`config.mk`:
```
export PLATFORM = sky130hd
export DESIGN_NAME = stream2wb_burst
export DESIGN_NICKNAME = d
export VERILOG_FILES = /design/src/rtl/stream2wb_pkg.sv /design/src/rtl/stream2wb_wbm.sv /design/src/rtl/stream2wb_burst.sv
export SDC_FILE = /design/constraint.sdc
export NUM_CORES = 1
export LEC_CHECK = 0
export ABC_CLOCK_PERIOD_IN_PS = 7600
export CAP_MARGIN = 25
export CELL_PAD_IN_SITES_DETAIL_PLACEMENT = 1
export CELL_PAD_IN_SITES_GLOBAL_PLACEMENT = 1
export CORE_MARGIN = 4
export CORE_UTILIZATION = 41
export DETAILED_ROUTE_END_ITERATION = 12
export PLACE_DENSITY = 0.95
export SYNTH_ARGS = -nofsm -noshare
export SYNTH_HDL_FRONTEND = slang
export SYNTH_SLANG_ARGS = --single-unit
```
`constraint.sdc`:
```
create_clock -name clk -period 7.6 [get_ports clk]
set_clock_uncertainty 0.2 [all_clocks]
set_input_delay 1.14 -clock clk [delete_from_list [all_inputs] [get_ports clk]]
set_output_delay 1.14 -clock clk [all_outputs]
set_load 0.05 [all_outputs]
```
`src/rtl/stream2wb_pkg.sv`:
```
// Shared constants for the byte-stream to Wishbone burst engine.
package stream2wb_pkg;

    // Command opcodes carried in rx byte [7:5]; 3'b111 is decoded as a NOP
    localparam logic [2:0] OP_NOP       = 3'b000;
    localparam logic [2:0] OP_SET_ADDR  = 3'b001;
    localparam logic [2:0] OP_SET_AUX   = 3'b010;
    localparam logic [2:0] OP_WRITE     = 3'b011;
    localparam logic [2:0] OP_WRITE_INC = 3'b100;
    localparam logic [2:0] OP_READ      = 3'b101;
    localparam logic [2:0] OP_READ_INC  = 3'b110;

    // Bit positions inside the status byte
    localparam int ST_BIT_TO  = 0;
    localparam int ST_BIT_SEL = 1;

    // FSM state encoding
    localparam logic [2:0] S_CMD        = 3'd0;
    localparam logic [2:0] S_ARG        = 3'd1;
    localparam logic [2:0] S_WR_COLLECT = 3'd2;
    localparam logic [2:0] S_WB_CYCLE   = 3'd3;
    localparam logic [2:0] S_RD_SEND    = 3'd4;
    localparam logic [2:0] S_STATUS     = 3'd5;

    // Number of top address bits used as slave select (at least one)
    function automatic int calc_sw(input int n);
        if (n <= 2) return 1;
        return $clog2(n);
    endfunction

endpackage

```
`src/rtl/stream2wb_wbm.sv`:
```
// Wishbone master for a single word access: slave decode, ack/timeout
// handling and read-data mux. Held active by start for the whole access.
module stream2wb_wbm
    import stream2wb_pkg::*;
#(
    parameter int WB_N    = 3,
    parameter int DW      = 32,
    parameter int AW      = 16,
    parameter int TIMEOUT = 255
) (
    input  logic               clk,
    input  logic               rst_n,
    input  logic               start,
    input  logic               we,
    input  logic [AW-1:0]      addr,
    input  logic [DW-1:0]      wdata,
    output logic               done,
    output logic [DW-1:0]      rdata,
    output logic               err_to,
    output logic               err_sel,
    output logic [WB_N-1:0]    wb_cyc,
    output logic               wb_we,
    output logic [AW-1:0]      wb_addr,
    output logic [DW-1:0]      wb_wdata,
    input  logic [DW*WB_N-1:0] wb_rdata,
    input  logic [WB_N-1:0]    wb_ack
);

    localparam int SW = calc_sw(WB_N);
    localparam int TW = (TIMEOUT > 1) ? $clog2(TIMEOUT + 1) : 1;
    localparam logic [TW-1:0] TO_LOAD = TW'((TIMEOUT > 0) ? TIMEOUT - 1 : 0);

    logic [SW-1:0] sel;
    logic          sel_ok;
    logic          ack_hit;
    logic          to_hit;
    logic [DW-1:0] rd_mux;
    logic [TW-1:0] to_cnt;

    assign sel      = addr[AW-1 -: SW];
    assign sel_ok   = ({1'b0, sel} < (SW+1)'(WB_N));
    assign wb_we    = start & we;
    assign wb_addr  = addr;
    assign wb_wdata = wdata;

    // One-hot cyc for the addressed slave; only its ack and data are seen
    always_comb begin
        wb_cyc  = '0;
        ack_hit = 1'b0;
        rd_mux  = '0;
        for (int i = 0; i < WB_N; i++) begin
            if (sel == SW'(i)) begin
                wb_cyc[i] = start;
                ack_hit   = wb_ack[i];
                rd_mux    = wb_rdata[i*DW +: DW];
            end
        end
    end

    // An ack arriving on the last allowed cycle wins over the timeout
    assign to_hit  = (TIMEOUT != 0) && start && sel_ok && !ack_hit && (to_cnt == '0);
    assign err_to  = to_hit;
    assign err_sel = start && !sel_ok;
    assign done    = start && (!sel_ok || ack_hit || to_hit);
    assign rdata   = (start && ack_hit) ? rd_mux : '0;

    // Timeout down-counter, reloaded whenever no access is in flight
    always_ff @(posedge clk or negedge rst_n) begin
        if (!rst_n)                to_cnt <= TO_LOAD;
        else if (!start || done)   to_cnt <= TO_LOAD;
        else                       to_cnt <= to_cnt - TW'(1);
    end

endmodule

```
`src/rtl/stream2wb_burst.sv`:
```
// Byte-stream command engine driving up to WB_N Wishbone slaves plus an aux CSR.
//
// state        | meaning
// CMD          | wait for a command byte
// ARG          | shift in SET_ADDR / SET_AUX argument bytes
// WR_COLLECT   | gather one write word, MSB first
// WB_CYCLE     | one Wishbone access in flight
// RD_SEND      | stream the read word out, MSB first
// STATUS       | emit the status byte with tx_last
module stream2wb_burst
    import stream2wb_pkg::*;
#(
    parameter int WB_N    = 3,
    parameter int DW      = 32,
    parameter int AW      = 16,
    parameter int TIMEOUT = 255
) (
    input  logic               clk,
    input  logic               rst_n,
    input  logic [7:0]         rx_data,
    input  logic               rx_valid,
    output logic               rx_ready,
    output logic [7:0]         tx_data,
    output logic               tx_last,
    output logic               tx_valid,
    input  logic               tx_ready,
    output logic [DW-1:0]      wb_wdata,
    input  logic [DW*WB_N-1:0] wb_rdata,
    output logic [AW-1:0]      wb_addr,
    output logic               wb_we,
    output logic [WB_N-1:0]    wb_cyc,
    input  logic [WB_N-1:0]    wb_ack,
    output logic [31:0]        aux_csr
);

    localparam int BPW  = DW / 8;
    localparam int ABY  = AW / 8;
    localparam int ARGW = (AW > 32) ? AW : 32;

    logic [2:0]      state;
    logic            run;
    logic [2:0]      op;
    logic            arg_aux;
    logic [4:0]      len_cnt;
    logic [7:0]      byte_cnt;
    logic [AW-1:0]   addr;
    logic [DW-1:0]   wdata;
    logic [DW-1:0]   rshift;
    logic [31:0]     aux;
    logic [ARGW-1:0] arg_sh;
    logic [1:0]      status;

    logic [ARGW+7:0] arg_cat;
    logic [DW+7:0]   w_cat;
    logic [DW+7:0]   r_cat;
    logic            rx_fire;
    logic            tx_fire;
    logic            op_wr;
    logic            op_inc;
    logic            wbm_start;
    logic            wbm_done;
    logic            wbm_err_to;
    logic            wbm_err_sel;
    logic [DW-1:0]   wbm_rdata;

    assign arg_cat   = {arg_sh, rx_data};
    assign w_cat     = {wdata, rx_data};
    assign r_cat     = {rshift, 8'h00};
    assign op_wr     = (op == OP_WRITE) || (op == OP_WRITE_INC);
    assign op_inc    = (op == OP_WRITE_INC) || (op == OP_READ_INC);
    assign wbm_start = (state == S_WB_CYCLE);

    // run keeps rx_ready low while reset is asserted and for one cycle after
    assign rx_ready = run && ((state == S_CMD) || (state == S_ARG) || (state == S_WR_COLLECT));
    assign tx_valid = (state == S_RD_SEND) || (state == S_STATUS);
    assign tx_last  = (state == S_STATUS);
    assign tx_data  = (state == S_STATUS)
                    ? {6'b0, status[ST_BIT_SEL], status[ST_BIT_TO]}
                    : rshift[DW-1 -: 8];
    assign rx_fire  = rx_valid && rx_ready;
    assign tx_fire  = tx_valid && tx_ready;
    assign aux_csr  = aux;

    stream2wb_wbm #(
        .WB_N    (WB_N),
        .DW      (DW),
        .AW      (AW),
        .TIMEOUT (TIMEOUT)
    ) u_wbm (
        .clk      (clk),
        .rst_n    (rst_n),
        .start    (wbm_start),
        .we       (op_wr),
        .addr     (addr),
        .wdata    (wdata),
        .done     (wbm_done),
        .rdata    (wbm_rdata),
        .err_to   (wbm_err_to),
        .err_sel  (wbm_err_sel),
        .wb_cyc   (wb_cyc),
        .wb_we    (wb_we),
        .wb_addr  (wb_addr),
        .wb_wdata (wb_wdata),
        .wb_rdata (wb_rdata),
        .wb_ack   (wb_ack)
    );

    // Command sequencer: decode, argument/payload shifting, burst bookkeeping
    always_ff @(posedge clk or negedge rst_n) begin
        if (!rst_n) begin
            state    <= S_CMD;
            run      <= 1'b0;
            op       <= OP_NOP;
            arg_aux  <= 1'b0;
            len_cnt  <= '0;
            byte_cnt <= '0;
            addr     <= '0;
            wdata    <= '0;
            rshift   <= '0;
            aux      <= '0;
            arg_sh   <= '0;
            status   <= '0;
        end else begin
            run <= 1'b1;
            case (state)
                S_CMD: if (rx_fire) begin
                    op      <= rx_data[7:5];
                    len_cnt <= rx_data[4:0];
                    case (rx_data[7:5])
                        OP_SET_ADDR: begin
                            arg_aux  <= 1'b0;
                            byte_cnt <= 8'(ABY - 1);
                            state    <= S_ARG;
                        end
                        OP_SET_AUX: begin
                            arg_aux  <= 1'b1;
                            byte_cnt <= 8'd3;
                            state    <= S_ARG;
                        end
                        OP_WRITE, OP_WRITE_INC: begin
                            status   <= '0;
                            byte_cnt <= 8'(BPW - 1);
                            state    <= S_WR_COLLECT;
                        end
                        OP_READ, OP_READ_INC: begin
                            status <= '0;
                            state  <= S_WB_CYCLE;
                        end
                        default: state <= S_CMD;
                    endcase
                end
                S_ARG: if (rx_fire) begin
                    arg_sh <= arg_cat[ARGW-1:0];
                    if (byte_cnt == '0) begin
                        if (arg_aux) aux  <= arg_cat[31:0];
                        else         addr <= arg_cat[AW-1:0];
                        state <= S_CMD;
                    end else begin
                        byte_cnt <= byte_cnt - 8'd1;
                    end
                end
                S_WR_COLLECT: if (rx_fire) begin
                    wdata <= w_cat[DW-1:0];
                    if (byte_cnt == '0) state <= S_WB_CYCLE;
                    else                byte_cnt <= byte_cnt - 8'd1;
                end
                S_WB_CYCLE: if (wbm_done) begin
                    status[ST_BIT_TO]  <= status[ST_BIT_TO]  | wbm_err_to;
                    status[ST_BIT_SEL] <= status[ST_BIT_SEL] | wbm_err_sel;
                    if (op_inc) addr <= addr + AW'(1);
                    byte_cnt <= 8'(BPW - 1);
                    if (op_wr) begin
                        if (len_cnt == '0) begin
                            state <= S_STATUS;
                        end else begin
                            len_cnt <= len_cnt - 5'd1;
                            state   <= S_WR_COLLECT;
                        end
                    end else begin
                        rshift <= wbm_rdata;
                        state  <= S_RD_SEND;
                    end
                end
                S_RD_SEND: if (tx_fire) begin
                    rshift <= r_cat[DW-1:0];
                    if (byte_cnt != '0) begin
                        byte_cnt <= byte_cnt - 8'd1;
                    end else if (len_cnt == '0) begin
                        state <= S_STATUS;
                    end else begin
                        len_cnt <= len_cnt - 5'd1;
                        state   <= S_WB_CYCLE;
                    end
                end
                S_STATUS: if (tx_fire) state <= S_CMD;
                default: state <= S_CMD;
            endcase
        end
    end

endmodule

```
==> results.py, run 1 <==
metrics = {
    "status": {
        "status": "finished clean",
    },
    "synth": {
        "seq_area_frac_synth": 0.502,
        "synth_cell_type_count": 68,
        "yosysTopAreaCell": "dfrtp_1",
        "syn_inst": 787,
        "ys_ff_latch": 167,
        "synth_top_area_share": 0.480,
        "yosysWarningCount": 0,
        "syn_area_sq_um": 8350,
        "yosys-top-cells-area": "dfrtp_1, mux2_2, o21ai_0",
        "synth_edf_count": 0,
        "synth_nets": 905,
        "avgSynthCellArea_sq_um": 10.6,
        "async_flop_share": 1.00,
        "synth_flop_cell": "dfrtp_1",
    },
    "sta": {
        "tightest_slew_ns": 1.09,
        "setup_tns_ns": 0,
        "hold_viol_final": 0,
        "slew_viol_final": 0,
        "relSlewSlack": 0.260,
        "period_minus_slack_ns": 4.35,
        "worst_hold_slack_ns": 0.286,
        "setup_violations": 0,
        "rsz0062_at_grt": "no",
        "fin_crit_sh": 0.572,
        "maxClockFrequency_mhz": 230,
    },
    "pwr": {
        "p_per_area_nw_per_um2": 396,
        "irDropWorstVdd_mv": 0.247,
        "power_w": 0.00446,
        "cellLeakagePower_nw": 4.77,
    },
    "global_route": {
        "grt_pass1_wl_mm": 48.9,
        "grt_max_degree": 102,
        "grt_overflow": 0,
        "grt_pass1_vias": 8245,
        "antenna_found_initial": 1,
        "grt_usage": 0.283,
    },
    "critical_path": {
        "cp-start-kind": "flip-flop",
        "critPathArrivalTime_ns": 3.01,
        "cp_max_fo": 20,
        "slowest_stage": "clkdlybuf4s50_1",
        "worst-path-buf-inv": 2,
        "worstSetupEndpointType": "output pin",
        "critPathKind": "reg -> out",
        "path_cells": "nand3b_1 -> buf_4 -> a21oi_1 -> clkdlybuf4s50_1",
        "max_stage_delay_ns": 0.91,
        "crit_family": "buffers and inverters",
        "worstPathRequired_ns": 6.26,
    },
    "placement": {
        "io_buffer_count": 205,
        "dp_hpwl_mm": 20.1,
        "place_area_sq_um": 10600,
        "gp_congestion": 0.886,
    },
    "detailed_routing": {
        "vias": 7495,
        "drt_first_pass_iters": 5,
        "post_drt_wl_per_cell_microns": 25.3,
        "drt_iter0_drc": 621,
        "viasPerCell": 6.00,
        "ant_nets": 0,
        "drc": 0,
        "routed_wirelength_mm": 31.6,
    },
    "die": {
        "initial_core_util": 0.423,
        "die_w_microns": 151,
        "ioPinCount": 206,
        "die_area_sq_um": 22700,
        "core_area_sq_um": 19700,
        "fp.dieH_microns": 151,
        "rows": 51,
    },
    "layout": {
        "post-route-util": 0.571,
        "drive_gt1_frac": 0.167,
        "design_area_sq_um": 11300,
        "nets": 1088,
        "synthToLayoutAreaGrowth_pct": 34.9,
    },
    "clock_tree": {
        "cts_buffers": 17,
        "worstSkewPairLatency_ns": 0.45,
        "cts_buffer_depth": 2,
        "h-tree-depth": 4,
        "cts-root-buf": "clkbuf_16",
        "post_cts_buffers": 0,
        "clkTransAtPathRegs_ns": 0.07,
        "cts_hold_buffers": 0,
        "post_cts_resized": 0,
        "cts.sinks": 167,
        "tritoncts": "done",
    },
    "hold_path": {
        "hold_class": "reg -> reg",
    },
    "run": {
        "maxCapViolations": 0,
    },
}
state kept, by name, indices dropped and copies added, names as in the netlist, 5 cells and up:
register,cells
byte_cnt,8
len_cnt,5
arg_sh,24
aux_csr,32
addr,16
rshift,32
wdata,32
u_wbm.to_cnt,8
synthesized netlist by cell type, drive strengths merged, types with 5 or more instances:
cell type / n
a21oi: 32
a22o: 8
a22oi: 28
a2bb2oi: 7
and2: 8
and3: 5
buf: 16
clkbuf: 37
dfrtp: 160
dfstp: 7
ha: 7
inv: 13
mux2: 96
mux2i: 35
nand2: 96
nand3: 12
nand4: 6
nor2: 26
nor3: 11
o21ai: 87
o22ai: 5
o31ai: 9
or3: 5
xor2: 5
layout make-up:
type | count | area, sq um
fill | 2045 | 8460
multi-input combinational | 553 | 3910
sequential | 167 | 4190
tap | 265 | 332
clock inverter | 15 | 179
antenna | 1 | 2.50
clock buffer | 17 | 425
timing repair buffer | 217 | 2160
inverter | 14 | 52.6
cells in the final DEF, fill, tap and decap left out, drive strengths merged, types with 4 or more instances in the layout:
| master | synthesis | layout |
|---|---|---|
| clkdlybuf4s50 | 0 | 204 |
| nor2 | 26 | 26 |
| and3 | 5 | 5 |
| a31oi | 4 | 4 |
| xnor2 | 4 | 4 |
| and2 | 8 | 8 |
| o31ai | 9 | 9 |
| ha | 7 | 7 |
| o22ai | 5 | 5 |
| a2bb2oi | 7 | 7 |
| a21oi | 32 | 32 |
| inv | 13 | 20 |
| clkinv | 1 | 7 |
| o21ai | 87 | 87 |
| a22oi | 28 | 28 |
| buf | 16 | 13 |
| nand3 | 12 | 12 |
| nand2 | 96 | 96 |
| or3 | 5 | 5 |
| clkbuf | 37 | 17 |
| a22o | 8 | 8 |
| dfrtp | 160 | 160 |
| nand4 | 6 | 6 |
| nand2b | 4 | 4 |
| nor3 | 11 | 11 |
| a41oi | 4 | 4 |
| dfstp | 7 | 7 |
| mux2 | 96 | 96 |
| nor2b | 4 | 4 |
| mux2i | 35 | 35 |
| xor2 | 5 | 5 |
worst register-to-register path, delay by kind of cell, from the launching register on:
| family | cells | cell delay, ns |
|---|---|---|
| adders and majority gates | 1 | 0.16 |
| AOI/OAI and AO/OA | 2 | 0.81 |
| and+or+nand+nor | 2 | 1.17 |
| DFF | 1 | 0.38 |
| muxes | 1 | 0.34 |
| buffers and inverters | 1 | 0.11 |
layer usage:
metal  part of all wire  routed length, microns  vias up  GRT usage
li1                   -                       -     3215          -
met1               0.37                   11800     3841      0.326
met2               0.53                   16800      324      0.499
met3              0.051                    1600      115     0.0620
met4              0.045                    1420        0      0.137
met5                  0                       0        -          0
power by group:
group / internal (W) / switching, W / total [W]
logic: 0.000745 / 0.00133 / 0.00208
registers: 0.00116 / 0.000328 / 0.00149
clock network: 0.000445 / 0.000445 / 0.000890
total: 0.00235 / 0.00210 / 0.00446
worst paths after layout:
check                             from         end  slack, ns  cells past startpoint
min in group asynchronous        rst_n    addr[15]       0.59                      1
setup reg to reg           byte_cnt[1]     addr[0]       4.30                      7
hold / removal              rshift[30]  rshift[30]       0.29                      2
hold reg to reg             rshift[30]  rshift[30]       0.29                      2
max in group asynchronous        rst_n    addr[14]       5.16                      2
setup / recovery              state[0]       wb_we       3.25                      4
cells by family after synthesis:
group                      after synthesis  synth area share
other                                    1          0.000449
buffers and inverters                   67            0.0334
adders and majority gates                7            0.0105
muxes                                  131             0.171
AOI/OAI and AO/OA                      206             0.159
DFF                                    167             0.502
xor gates and xnor gates                 9           0.00944
and+or+nand+nor                        199             0.114
through the flow:
step,instances,setup WS [ns]
global route,1249,3.12
CTS,1247,3.33
detailed placement,1215,3.62
finish,1249,3.25
global placement,1214,3.80
floorplan,787,3.82
Power figures use the tool's default switching activity.
==> inputs of run 2 (changes only) <==
--- a/config.mk
+++ b/config.mk
@@ -5,14 +5,14 @@
 export SDC_FILE = /design/constraint.sdc
 export NUM_CORES = 1
 export LEC_CHECK = 0
-export ABC_CLOCK_PERIOD_IN_PS = 7600
+export ABC_CLOCK_PERIOD_IN_PS = 3840
 export CAP_MARGIN = 25
 export CELL_PAD_IN_SITES_DETAIL_PLACEMENT = 1
 export CELL_PAD_IN_SITES_GLOBAL_PLACEMENT = 1
 export CORE_MARGIN = 4
-export CORE_UTILIZATION = 41
+export CORE_UTILIZATION = 35
 export DETAILED_ROUTE_END_ITERATION = 12
-export PLACE_DENSITY = 0.95
+export PLACE_DENSITY = 0.87
 export SYNTH_ARGS = -nofsm -noshare
 export SYNTH_HDL_FRONTEND = slang
 export SYNTH_SLANG_ARGS = --single-unit
==> constraint.sdc (replaced) <==
create_clock -name clk -period 3.84 [get_ports clk]
set_clock_uncertainty 0.2 [all_clocks]
set_input_delay 0.576 -clock clk [delete_from_list [all_inputs] [get_ports clk]]
set_output_delay 0.576 -clock clk [all_outputs]
set_load 0.05 [all_outputs]
==> run 2 against run 1 <==
Effect of this change: register-to-register slack lost 3.7 ns; non-clock buffer count grew 6; die area grew 16%; utilization shrank 8.7 points; design area grew 0.96%; critical path depth is the same; flip-flop and latch count is the same; global-route usage shrank 7.9 points; critical endpoint is now tx_data[0]; largest power group unchanged.
==> results.py, run 2 (same netlist as run 1, synthesis figures left out) <==
metrics = {
    "status": {
        "status": "finished clean",
    },
    "layout": {
        "layout_commonest_cell": "clkdlybuf4s50_1",
        "final-instance-count-excl-fill": 1308,
        "final_cell_mix": "clkdlybuf4s50_1, dfrtp_1, mux2_2, nand2_1, o21ai_0",
        "antenna_cells": 0,
        "drive_gt1_frac": 0.172,
        "nets": 1094,
        "synthToLayoutAreaGrowth_pct": 36.2,
    },
    "clock_tree": {
        "post_cts_resized": 0,
        "h-tree-depth": 4,
        "cts-root-buf": "clkbuf_16",
        "cts_hold_buffers": 0,
        "tritoncts": "done",
        "cts.sinks": 167,
        "worstSkewPairLatency_ns": 0.44,
        "clkTransAtPathRegs_ns": 0.07,
        "post_cts_buffers": 0,
        "cts_buffers": 17,
        "cts_buffer_depth": 2,
    },
    "sta": {
        "setup_violations": 0,
        "setup_tns_ns": 0,
        "fin_crit_sh": 0.912,
        "maxClockFrequency_mhz": 285,
        "period_minus_slack_ns": 3.50,
        "hold_viol_final": 0,
        "worst_hold_slack_ns": 0.280,
        "rsz0062_at_grt": "no",
        "slew_viol_final": 0,
        "relSlewSlack": 0.386,
        "tightest_slew_ns": 0.908,
    },
    "die": {
        "die_w_microns": 162,
        "ioPinCount": 206,
        "core_area_sq_um": 23500,
        "fp.dieH_microns": 162,
        "initial_core_util": 0.356,
        "die_area_sq_um": 26400,
        "rows": 56,
    },
    "pwr": {
        "swShare": 0.445,
        "irDropWorstVdd_mv": 0.398,
        "cellLeakagePower_nw": 4.81,
        "p_per_area_nw_per_um2": 755,
        "internal-power_w": 0.00476,
        "p_seq_frac": 0.342,
        "p_clk_frac": 0.206,
        "power_frac_comb": 0.452,
        "p_switching_w": 0.00382,
    },
    "critical_path": {
        "crit_family": "buffers and inverters",
        "rr_worst_depth": 7,
        "cp-start-kind": "flip-flop",
        "path_cells": "nor2b_1 -> nand2_1 -> mux2_2 -> clkdlybuf4s50_1",
        "worst-path-buf-inv": 1,
        "worstSetupEndpointType": "output pin",
        "slowest_stage": "clkdlybuf4s50_1",
        "worstPathRequired_ns": 3.06,
        "critPathKind": "reg -> out",
        "max_stage_delay_ns": 0.79,
        "path_depth": 4,
        "cp_max_fo": 19,
        "critPathArrivalTime_ns": 2.73,
    },
    "placement": {
        "gp_congestion": 0.848,
        "io_buffer_count": 205,
        "dp_hpwl_mm": 19.3,
        "place_inst": 1274,
    },
    "detailed_routing": {
        "drt_first_pass_iters": 5,
        "ant_nets": 0,
        "vias": 7044,
        "drt_iter0_drc": 341,
        "drc": 0,
        "viasPerCell": 5.39,
        "post_drt_wl_per_cell_microns": 20.6,
        "routed_wirelength_mm": 26.9,
    },
    "global_route": {
        "grt_max_degree": 105,
        "grt_usage": 0.204,
        "antenna_found_initial": 0,
        "grt_pass1_wl_mm": 42.7,
        "grt_pass1_vias": 7684,
        "grt_overflow": 0,
    },
    "run": {
        "maxCapViolations": 0,
    },
    "hold_path": {
        "hold_class": "in -> async",
    },
}
run 2: cell count changes in the layout (fill, tap and decap cells not counted), sizes merged:
| cell | previous run | this run |
|---|---|---|
| dlygate4sd3 | 0 | 1 |
| clkbuf | 17 | 18 |
| buf | 13 | 20 |
| diode | 1 | 0 |
| bufinv | 0 | 2 |
| clkdlybuf4s50 | 204 | 202 |
| clkinv | 7 | 4 |
run 2: per-layer routing:
metal	global-route usage	routed length, microns	vias up
li1	-	-	3234
met3	0.0529	1450	36
met1	0.244	10800	3583
met2	0.362	14100	191
met5	0	0	-
met4	0.0600	570	0
run 2: area by class of cell:
cell class                      instances  area (sq um)
Inverter                               14          52.6
Clock buffer                           18           429
Sequential cell                       167          4190
Timing Repair Buffer                  223          2220
Clock inverter                         14           163
Multi-Input combinational cell        553          3910
Fill cell                            2555         12100
Tap cell                              319           399
run 2: worst register-to-register path, stage by stage, from the launching register on:
cell and delay [ns]:
dfrtp_1 0.38, inv_1 0.11, ha_1 0.16, or3b_2 0.54, or4_4 0.59, a2bb2oi_4 0.60
a21boi_0 0.32, a2bb2oi_1 0.20
run 2: power by group through the flow:
stage               clock network, W  logic (W)  registers [W]
finish                       0.00176    0.00388        0.00294
global route                 0.00188    0.00417        0.00303
CTS                          0.00180    0.00391        0.00293
detailed placement                 0    0.00388        0.00295
global placement                   0    0.00376        0.00290
floorplan                          0    0.00192        0.00347
run 2: worst paths after layout:
check | slack [ns] | end | startpoint
max | 0.34 | tx_data[0] | state[1]
min | 0.28 | aux_csr[4] | rst_n
max reg2reg | 0.65 | addr[14] | byte_cnt[0]
min in group clk | 0.28 | rshift[27] | rshift[27]
max in group asynchronous | 2.13 | rshift[29] | rst_n
min reg2reg | 0.28 | rshift[27] | rshift[27]
run 2: metrics by stage:
stage	util	setup WS [ns]	power [W]	cell area (sq um)
finish	0.484	0.336	0.00858	11400
global route	0.484	0.191	0.00907	11400
CTS	0.483	0.310	0.00865	11300
detailed placement	0.457	0.690	0.00682	10700
global placement	0.457	0.796	0.00666	10700
floorplan	-	0.625	0.00538	8350
==> inputs of run 3 (changes only) <==
--- a/config.mk
+++ b/config.mk
@@ -10,9 +10,10 @@
 export CELL_PAD_IN_SITES_DETAIL_PLACEMENT = 1
 export CELL_PAD_IN_SITES_GLOBAL_PLACEMENT = 1
 export CORE_MARGIN = 4
-export CORE_UTILIZATION = 35
+export CORE_UTILIZATION = 36
+export CTS_BUF_LIST = sky130_fd_sc_hd__clkbuf_8
 export DETAILED_ROUTE_END_ITERATION = 12
-export PLACE_DENSITY = 0.87
+export PLACE_DENSITY = 0.89
 export SYNTH_ARGS = -nofsm -noshare
 export SYNTH_HDL_FRONTEND = slang
 export SYNTH_SLANG_ARGS = --single-unit
==> run 3 against run 2 <==
Effect of this change: clock-buffer cell count is 2 higher; critical endpoint is now tx_data[1]; flip-flop and latch count unchanged; sequential power down 1%.
==> results.py, run 3 (same netlist as run 1, synthesis figures left out) <==
metrics = {
    "sta": {
        "tightest_slew_ns": 0.842,
        "maxClockFrequency_mhz": 283,
        "rsz0062_at_grt": "no",
        "hold_viol_final": 0,
        "setup_tns_ns": 0,
        "worst_slack_ns": 0.312,
        "relSlewSlack": 0.431,
        "period_minus_slack_ns": 3.53,
        "slew_viol_final": 0,
        "setup_violations": 0,
        "fin_crit_sh": 0.919,
    },
    "detailed_routing": {
        "dr_wl_met2_mm": 13.4,
        "drt_first_pass_iters": 5,
        "maxUsedRoutingLayer": "met4",
        "viasPerCell": 5.52,
        "ant_nets": 0,
        "wl_met1_mm": 10.7,
        "wl_met3_mm": 1.51,
        "routed_wirelength_mm": 26.3,
        "post_drt_wl_per_cell_microns": 20.7,
        "drt_iter0_drc": 444,
        "drc": 0,
        "vias": 7017,
    },
    "global_route": {
        "antenna_found_initial": 0,
        "grt_pass1_vias": 7579,
        "grt_overflow": 0,
        "grt_max_degree": 87,
        "grt_usage": 0.205,
        "grt_pass1_wl_mm": 42.1,
    },
    "die": {
        "die_area_sq_um": 25700,
        "initial_core_util": 0.368,
        "rows": 55,
        "core_area_sq_um": 22700,
        "die_w_microns": 160,
        "ioPinCount": 206,
        "fp.dieH_microns": 160,
    },
    "clock_tree": {
        "post_cts_buffers": 0,
        "h-tree-depth": 4,
        "clkTransAtPathRegs_ns": 0.09,
        "tritoncts": "done",
        "cts-root-buf": "clkbuf_8",
        "cts.sinks": 167,
        "cts_buffers": 17,
        "post_cts_resized": 0,
        "cts_hold_buffers": 1,
        "worstSkewPairLatency_ns": 0.47,
        "cts_buffer_depth": 2,
    },
    "layout": {
        "drive_gt1_frac": 0.171,
        "layout_commonest_cell": "clkdlybuf4s50_1",
        "n_fill_cell": 2504,
        "nets": 1092,
        "final-instance-count-excl-fill": 1272,
        "register_area_sq_um": 4190,
        "antenna_cells": 0,
        "synthToLayoutAreaGrowth_pct": 33.0,
        "final_cell_mix": "clkdlybuf4s50_1, dfrtp_1, mux2_2, nand2_1, o21ai_0",
        "multi_input_area_sq_um": 3910,
    },
    "critical_path": {
        "critPathKind": "reg -> out",
        "worstSetupEndpointType": "output pin",
        "worstPathRequired_ns": 3.06,
        "cp_max_fo": 19,
        "cp-start-kind": "flip-flop",
        "critPathArrivalTime_ns": 2.75,
    },
    "placement": {
        "io_buffer_count": 205,
        "place_inst": 1239,
        "dp_hpwl_mm": 19.2,
        "dp_slack_ns": 0.639,
        "gp_congestion": 0.855,
    },
    "pwr": {
        "power_w": 0.00813,
        "irDropWorstVdd_mv": 0.319,
        "cellLeakagePower_nw": 4.70,
        "p_per_area_nw_per_um2": 732,
    },
    "hold_path": {
        "hold_class": "reg -> reg",
    },
    "status": {
        "status": "finished clean",
    },
    "run": {
        "maxCapViolations": 0,
    },
}
run 3: report_power, final:
part	internal, W	switching (W)	leakage, nW
sequential	0.00230	0.000598	2.19
clock	0.000588	0.000725	0.204
combinational	0.00147	0.00244	2.31
total	0.00436	0.00376	4.70
run 3: area by class of cell:
type                    instances  area share
repair buffers                221       0.197
inverters                      14     0.00473
flip-flops and latches        167       0.377
multi-input cells             553       0.353
clock inverters                12      0.0117
clock buffers                  20      0.0248
well taps                     285      0.0321
run 3: metal layers:
metal  track usage  vias to the layer above
met3        0.0575                       39
met1         0.251                     3569
met2         0.354                      189
met5             0                        -
met4        0.0602                        0
li1              -                     3220
run 3: worst max-delay path, cell delays in order (launching register included):
cell and delay, ns:
dfrtp_1 0.60, nor2b_1 0.32, nand2_1 0.26, mux2_2 0.32
clkdlybuf4s50_1 0.79
run 3: stage by stage:
| stage | utilization | instance area [sq um] | hold WS (ns) |
|---|---|---|---|
| after floorplan | - | 8350 | 0.0804 |
| after CTS | 0.489 | 11100 | 0.287 |
| after global placement | 0.471 | 10700 | 0.256 |
| final | 0.489 | 11100 | 0.278 |
| after global routing | 0.489 | 11100 | 0.316 |
| after detailed placement | 0.471 | 10700 | 0.264 |
run 3: final timing paths:
kind | cells after the start | to | start | slack [ns]
setup / recovery | 4 | tx_data[1] | state[1] | 0.31
hold / removal | 2 | rshift[29] | rshift[29] | 0.28
setup reg to reg | 8 | addr[4] | byte_cnt[0] | 0.76
hold reg to reg | 2 | rshift[29] | rshift[29] | 0.28
max in group asynchronous | 3 | state[0] | rst_n | 1.93
min in group asynchronous | 2 | aux_csr[24] | rst_n | 0.53
